## src/rtl/spectrum_peak_finder.sv

```systemverilog
// Spectrum peak finder: consumes one FFT frame of unsigned power values,
// tracks the strongest bin and its index, sums the frame energy and offers
// the result on a valid/ready port. Upstream is stalled while a result waits.
module spectrum_peak_finder #(
  parameter int FFT_LEN = 1024,
  parameter int IDX_W   = 10,
  parameter int DATA_W  = 32,
  parameter bit SKIP_DC = 1'b0
) (
  input  logic                    i_clk,
  input  logic                    i_rst_n,
  input  logic [DATA_W-1:0]       i_data,
  input  logic                    i_data_valid,
  input  logic                    i_data_last,
  output logic                    o_data_ready,
  output logic [IDX_W-1:0]        o_peak_idx,
  output logic [DATA_W-1:0]       o_peak_pwr,
  output logic [DATA_W+IDX_W-1:0] o_energy,
  output logic [IDX_W:0]          o_bin_count,
  output logic                    o_peak_valid,
  input  logic                    i_peak_ready
);

  localparam int CNT_W = IDX_W + 1;
  localparam int EN_W  = DATA_W + IDX_W;
  localparam logic [CNT_W-1:0] LAST_BIN  = CNT_W'(FFT_LEN - 1);
  localparam logic [CNT_W-1:0] FIRST_BIN = CNT_W'(SKIP_DC ? 1 : 0);

  typedef enum logic {
    ACCUM = 1'b0,
    HOLD  = 1'b1
  } state_t;

  state_t state, state_nxt;

  logic [CNT_W-1:0]  cnt;
  logic [DATA_W-1:0] max_pwr;
  logic [IDX_W-1:0]  max_idx;
  logic [EN_W-1:0]   energy;

  logic              beat;
  logic              close;
  logic              eligible;
  logic              take;
  logic [EN_W-1:0]   energy_sum;
  logic [DATA_W-1:0] max_pwr_nxt;
  logic [IDX_W-1:0]  max_idx_nxt;

  // Ready is gated by reset so nothing is accepted while reset is held.
  assign o_data_ready = i_rst_n && (state == ACCUM);
  assign o_peak_valid = (state == HOLD);

  assign beat  = i_data_valid && o_data_ready;
  assign close = beat && (i_data_last || (cnt == LAST_BIN));

  // With DC skipping, bin 0 never competes; the first eligible bin seeds the max.
  assign eligible    = !(SKIP_DC && (cnt == '0));
  assign take        = eligible && ((cnt == FIRST_BIN) || (i_data > max_pwr));
  assign energy_sum  = energy + EN_W'(i_data);
  assign max_pwr_nxt = take ? i_data : max_pwr;
  assign max_idx_nxt = take ? cnt[IDX_W-1:0] : max_idx;

  // Next-state logic: close a frame into HOLD, release on result handshake.
  // NOTE: every combinational output gets a default first so no latch is inferred.
  always_comb begin
    state_nxt = state;
    case (state)
      ACCUM:   if (close)        state_nxt = HOLD;
      HOLD:    if (i_peak_ready) state_nxt = ACCUM;
      default:                   state_nxt = ACCUM;
    endcase
  end

  // State register with synchronous active-low reset.
  // NOTE: sequential state uses non-blocking assignments so all flops update together.
  always_ff @(posedge i_clk) begin
    if (!i_rst_n) state <= ACCUM;
    else          state <= state_nxt;
  end

  // Running accumulators: updated on each beat, cleared when the frame closes.
  always_ff @(posedge i_clk) begin
    if (!i_rst_n) begin
      cnt     <= '0;
      max_pwr <= '0;
      max_idx <= '0;
      energy  <= '0;
    end else if (beat) begin
      if (close) begin
        cnt     <= '0;
        max_pwr <= '0;
        max_idx <= '0;
        energy  <= '0;
      end else begin
        cnt     <= cnt + 1'b1;
        max_pwr <= max_pwr_nxt;
        max_idx <= max_idx_nxt;
        energy  <= energy_sum;
      end
    end
  end

  // Result registers capture the frame including the closing beat and hold afterwards.
  always_ff @(posedge i_clk) begin
    if (!i_rst_n) begin
      o_peak_idx  <= '0;
      o_peak_pwr  <= '0;
      o_energy    <= '0;
      o_bin_count <= '0;
    end else if (close) begin
      o_peak_idx  <= max_idx_nxt;
      o_peak_pwr  <= max_pwr_nxt;
      o_energy    <= energy_sum;
      o_bin_count <= cnt + 1'b1;
    end
  end

endmodule

```

## config.mk

```make
export PLATFORM = sky130hd
export DESIGN_NAME = spectrum_peak_finder
export DESIGN_NICKNAME = d
export VERILOG_FILES = /design/src/rtl/spectrum_peak_finder.sv
export SDC_FILE = /design/constraint.sdc
export NUM_CORES = 1
export LEC_CHECK = 0
export ABC_AREA = 1
export CORE_ASPECT_RATIO = 2
export CORE_MARGIN = 10
export CORE_UTILIZATION = 35
export CTS_CLUSTER_DIAMETER = 100
export DETAILED_ROUTE_END_ITERATION = 16
export PLACE_DENSITY_LB_ADDON = 0.12
export SLEW_MARGIN = 20
export SYNTH_ARGS = -nofsm -noshare
export SYNTH_HDL_FRONTEND = slang
export SYNTH_SLANG_ARGS = --single-unit
```

## constraint.sdc

```tcl
create_clock -name i_clk -period 3 [get_ports i_clk]
set_input_delay 0.6 -clock i_clk [delete_from_list [all_inputs] [get_ports i_clk]]
set_output_delay 0.6 -clock i_clk [all_outputs]
set_load 0.03 [all_outputs]
```

Word level (Yosys, flattened, before mapping)
Index checks and enable logic that the tools add are counted.
Word-level totals
  logic and storage cells: 29
  bits of input ports: 37
  register bits: 191
  output and inout port bits: 97
Cells by class
  add/subtract/negate cells: 2
  magnitude comparators: 1
  multiplexer cells: 9
  reduce and logical (&&, ||, !) cells: 6
  equality and inequality tests: 1
  bitwise gates (word level): 1
Operators by type and width (number)
  2-to-1 mux 32 bit: 2
  adder 42 x 32 -> 42 bit: 1
  2-to-1 mux 42 bit: 1
  greater-than comparator 32 bit: 1
  2-to-1 mux 10 bit: 2
  adder 11 x 1 -> 11 bit (second input constant): 1
  equality test 11 x 10 -> 1 bit (second input constant): 1
  zero test 11 bit: 1
  2-to-1 mux 11 bit: 1
  logical AND 1 bit: 3
  logical OR 1 bit: 2
  2-to-1 mux 1 bit: 2
  one-hot mux 1 bit (2 select lines): 1
  inverter 1 bit: 1

Depth between registers and ports, before layout
  depth in word-level cells: 6
  gate-level depth with buffers: 21

Worst setup path after synthesis
No wires, ideal clock.
  kind: input -> register
  start point: input port i_data[0]
  end point: register o_energy[32]
  setup time: 0.116 ns
  arrival time: 2.221 ns
  slack: 0.662 ns
  stages on the path: 17
  data required time: 2.884 ns
  cells stage by stage: ha_1 -> inv_1 -> fa_1 -> inv_1 -> nand3_1 -> nand2_1 -> nand2_1 -> nand3_1 -> nand2_1 -> nand2_1 -> nand3_1 -> nand2_1 -> nand2_1 -> nand2_1 -> nand2_1 -> o211ai_1 -> inv_1
On the way
  word-level cells in the longest chain between the ends: 1
Ends and longest elaborated chain
  start: declaration: RTL line 12  | input logic [DATA_W-1:0] i_data,
  adder 42 x 32 -> 42 bit: RTL line 59  | assign energy_sum = energy + EN_W'(i_data);
  end signal: assignment: RTL line 113  | o_energy <= energy_sum;
  end: declaration: RTL line 18  | output logic [DATA_W+IDX_W-1:0] o_energy,
No other way between the ends.
A chain may end at the register's enable or synchronous reset.

Final worst setup path
  start point: input port i_data[14]
  end point: register o_energy[33]
The elaborated chain is that of the path after synthesis.

==> reports/metrics.csv <==
metric,value,unit
outcome,finished clean,
hold crit path type,register to register,
total track usage,0.199,
largest net degree at the start of global routing,169,
"FF+latch count, synth",191,
CTS tree,done,
cell count after synthesis,1778,
CTS H-tree depth,4,
mux contribution to synthesized area,0,
GRT overflow,0,
largest cells by area after synthesis,"dfxtp_1 (34%), nand2_1 (18%), inv_1 (7.6%)",
Post-Place Cells,2399,
Worst Hold Depth,2,
final total power,6420,uW
RR Endpoint,o_energy[22],
R2R depth,12,
fin nets,2095,
RSZ-0062 raised after global routing,no,
crit-path max FO,4,
PortBufs,133,
clk slew on worst S/H paths,80,ps
number of buffers created by CTS,17,
first-pass GRT wire length,63.2,mm
DR pass1 iterations,6,
top-area cell type share of the netlist area,0.338,
Yosys warnings,0,
"area leader, netlist",dfxtp_1,
post-DP HPWL,30.8,mm
# rows,93,
Initial Utilization,0.353,
antenna violations before repair,1,
Reg2Reg Setup Slack,600,ps
WL final,40.6,mm
P_leak,0.00682,uW
CP arrival,3140,ps
crit path from,i_data[14],
max-cap violations,0,
# DRC,0,
final setup fails,0,
asr flop ratio synth,0,
WL per Instance,16.7,um
largest family of logic cells by synthesized area,simple AND/OR/NAND/NOR gates,
worst endpoint required time,3360,ps
Cell variety after synth,38,
TNS Setup,0,ps
Horiz. Die Dim,147,um
crit path time final,2780,ps
max incr delay on CP,610,ps
core area,32100,um^2
synthesis-to-finish area growth,28.5,%
crit path kind,primary input to register,
"EDFF count, synth",0,
hold slack,466,ps
cell mode on critical path,nand2_1,
Post-Synth Adder-Cell Area,0.0747,
share of layout cells above drive strength 1,0.0888,
IO Count,134,
slowest CP cell,clkdlybuf4s50_1,
drt via density,4.77,
"Seq/Total Area, Yosys",0.338,
maximum clock frequency,360,MHz
worst-path cell chain,clkdlybuf4s50_1 -> ha_1 -> nand2_1 -> nor2_1 -> inv_1 -> o21ai_0 -> inv_1 -> nand2_1 -> nand2_1 -> nand2_1 -> buf_4 -> nand2_1 -> nand2_1 -> a21o_1 -> inv_1,
Fin. Hold Viols,0,
drt initial violations,682,
setup ws final,221,ps
Post-Syn Nets,1882,
Final Cycle Share,0.926,
Worst VDD drop,379,uV
gp weighted congestion,0.940,
vias in the first global route,11536,
XOR/XNOR Fraction of Synth Area,0.0240,
clk sink count,191,
Mapped Area,11300,um^2
Setup Skew,10.8,ps
worst slew pin tran,847,ps
Post-synth top cells,"nand2_1 (534), inv_1 (229), nor2_1 (225)",
Setup crit end kind,register,
"Slew Viols, Final",0,
simple-gate portion of the synthesized area,0.335,
Worst setup endpoint,o_energy[33],
syn_area_per_cell,6.37,um^2
number of setup buffers added after CTS,0,
clock latency on the worst-skew pair,460,ps
Rel. slew slack,0.435,
main flop type after synthesis,dfxtp_1,
startpoint types,primary input,
worst r2r src,cnt[0],
via count,11602,
CTS root buf,clkbuf_16,
final std cells w/o fill,2432,
# hold bufs at CTS,0,
die span in y,274,um
Longest Clk Path Bufs,2,
P per Cell Area,441,nW/um^2
"worst slack, placed",-256,ps
ANT nets after route,0,
Compound-Gate Fraction of Synth Area,0.120,
most frequent cell after synthesis,nand2_1,
Die Area,40400,um^2
# resized after CTS,0,
==> cell usage in the layout, fill, tap and decap left out, types with 2 or more instances in the layout <==
cell type | netlist | final
nand2_1 | 534 | 533
inv_1 | 229 | 229
nor2_1 | 225 | 224
dfxtp_1 | 191 | 191
a21oi_1 | 154 | 154
nand3_1 | 135 | 135
clkdlybuf4s50_1 | 0 | 132
buf_4 | 11 | 125
ha_1 | 66 | 66
o21ai_0 | 57 | 57
xor2_1 | 25 | 25
clkbuf_16 | 0 | 17
a21o_1 | 12 | 12
nor3_1 | 11 | 11
nand4_1 | 11 | 11
nand3b_1 | 8 | 8
buf_12 | 0 | 8
o211ai_1 | 7 | 7
a22oi_1 | 7 | 7
xnor2_1 | 6 | 6
inv_6 | 0 | 5
o21bai_1 | 4 | 4
or2_2 | 4 | 4
nor4_1 | 4 | 4
a31oi_1 | 3 | 3
clkinv_4 | 0 | 3
inv_4 | 1 | 2
o21a_1 | 2 | 2
a211oi_1 | 2 | 2
clkinv_8 | 0 | 2
inv_8 | 0 | 2
bufinv_16 | 0 | 2
==> where the power goes <==
part | leakage [uW] | internal, uW | switching [uW]
combinational | 0.00497 | 500 | 789
sequential | 0.00155 | 2630 | 54.7
clock | 0.000299 | 1270 | 1180
total | 0.00682 | 4400 | 2020
==> metrics by stage <==
stage                     area (um^2)  utilization
after global routing            14600        0.453
after floorplan                 11300            -
after detailed placement        13900        0.434
after global placement          13900        0.434
after CTS                       14600        0.453
final                           14600        0.453
==> state kept, by name, summed over array words and instances, names as in the netlist <==
name,count
o_peak_idx,10
max_idx,10
o_peak_pwr,32
o_energy,42
o_peak_valid,1
o_bin_count,11
energy,42
cnt,11
max_pwr,32
==> worst min path at each step <==
stage                 from     endpoint  slack [ps]
4_1_cts         max_pwr[1]   max_pwr[1]         470
2_1_floorplan   max_idx[0]   max_idx[0]         450
3_3_place_gp    max_idx[3]   max_idx[3]         450
3_5_place_dp    max_pwr[8]   max_pwr[8]         460
5_1_grt         max_idx[2]   max_idx[2]         480
6_report       max_pwr[12]  max_pwr[12]         470
==> area by class of cell <==
class                           instances  area (um^2)
Sequential cell                       191         3820
Inverter                              231          872
Antenna cell                            1         2.50
Clock inverter                         15          193
Clock buffer                           17          425
Tap cell                              427          534
Timing Repair Buffer                  265         2420
Fill cell                            3473        17600
Multi-Input combinational cell       1285         6280
==> worst max-delay path: cells and delay by family <==
kind | cells | cell delay (ps)
buffers and inverters | 5 | 900
and+or+nand+nor | 7 | 720
adders and majority gates | 1 | 470
AOI/OAI and AO/OA | 2 | 440
==> cell families (layout without fill, tap and decap cells) <==
family	count (synthesis)	in the layout
and+or+nand+nor	936	936
buffers and inverters	302	528
AOI/OAI and AO/OA	251	251
DFF	191	191
adders and majority gates	67	67
xor gates and xnor gates	31	31
other	0	1
==> layer usage <==
metal	vias to the layer above	track usage	part of all wire
met3	83	0.0330	0.032
met2	226	0.368	0.53
met4	0	0.125	0.059
met1	5256	0.203	0.38
li1	6037	-	-
met5	-	0	0
Note: power is estimated with default switching activity, not from simulation.
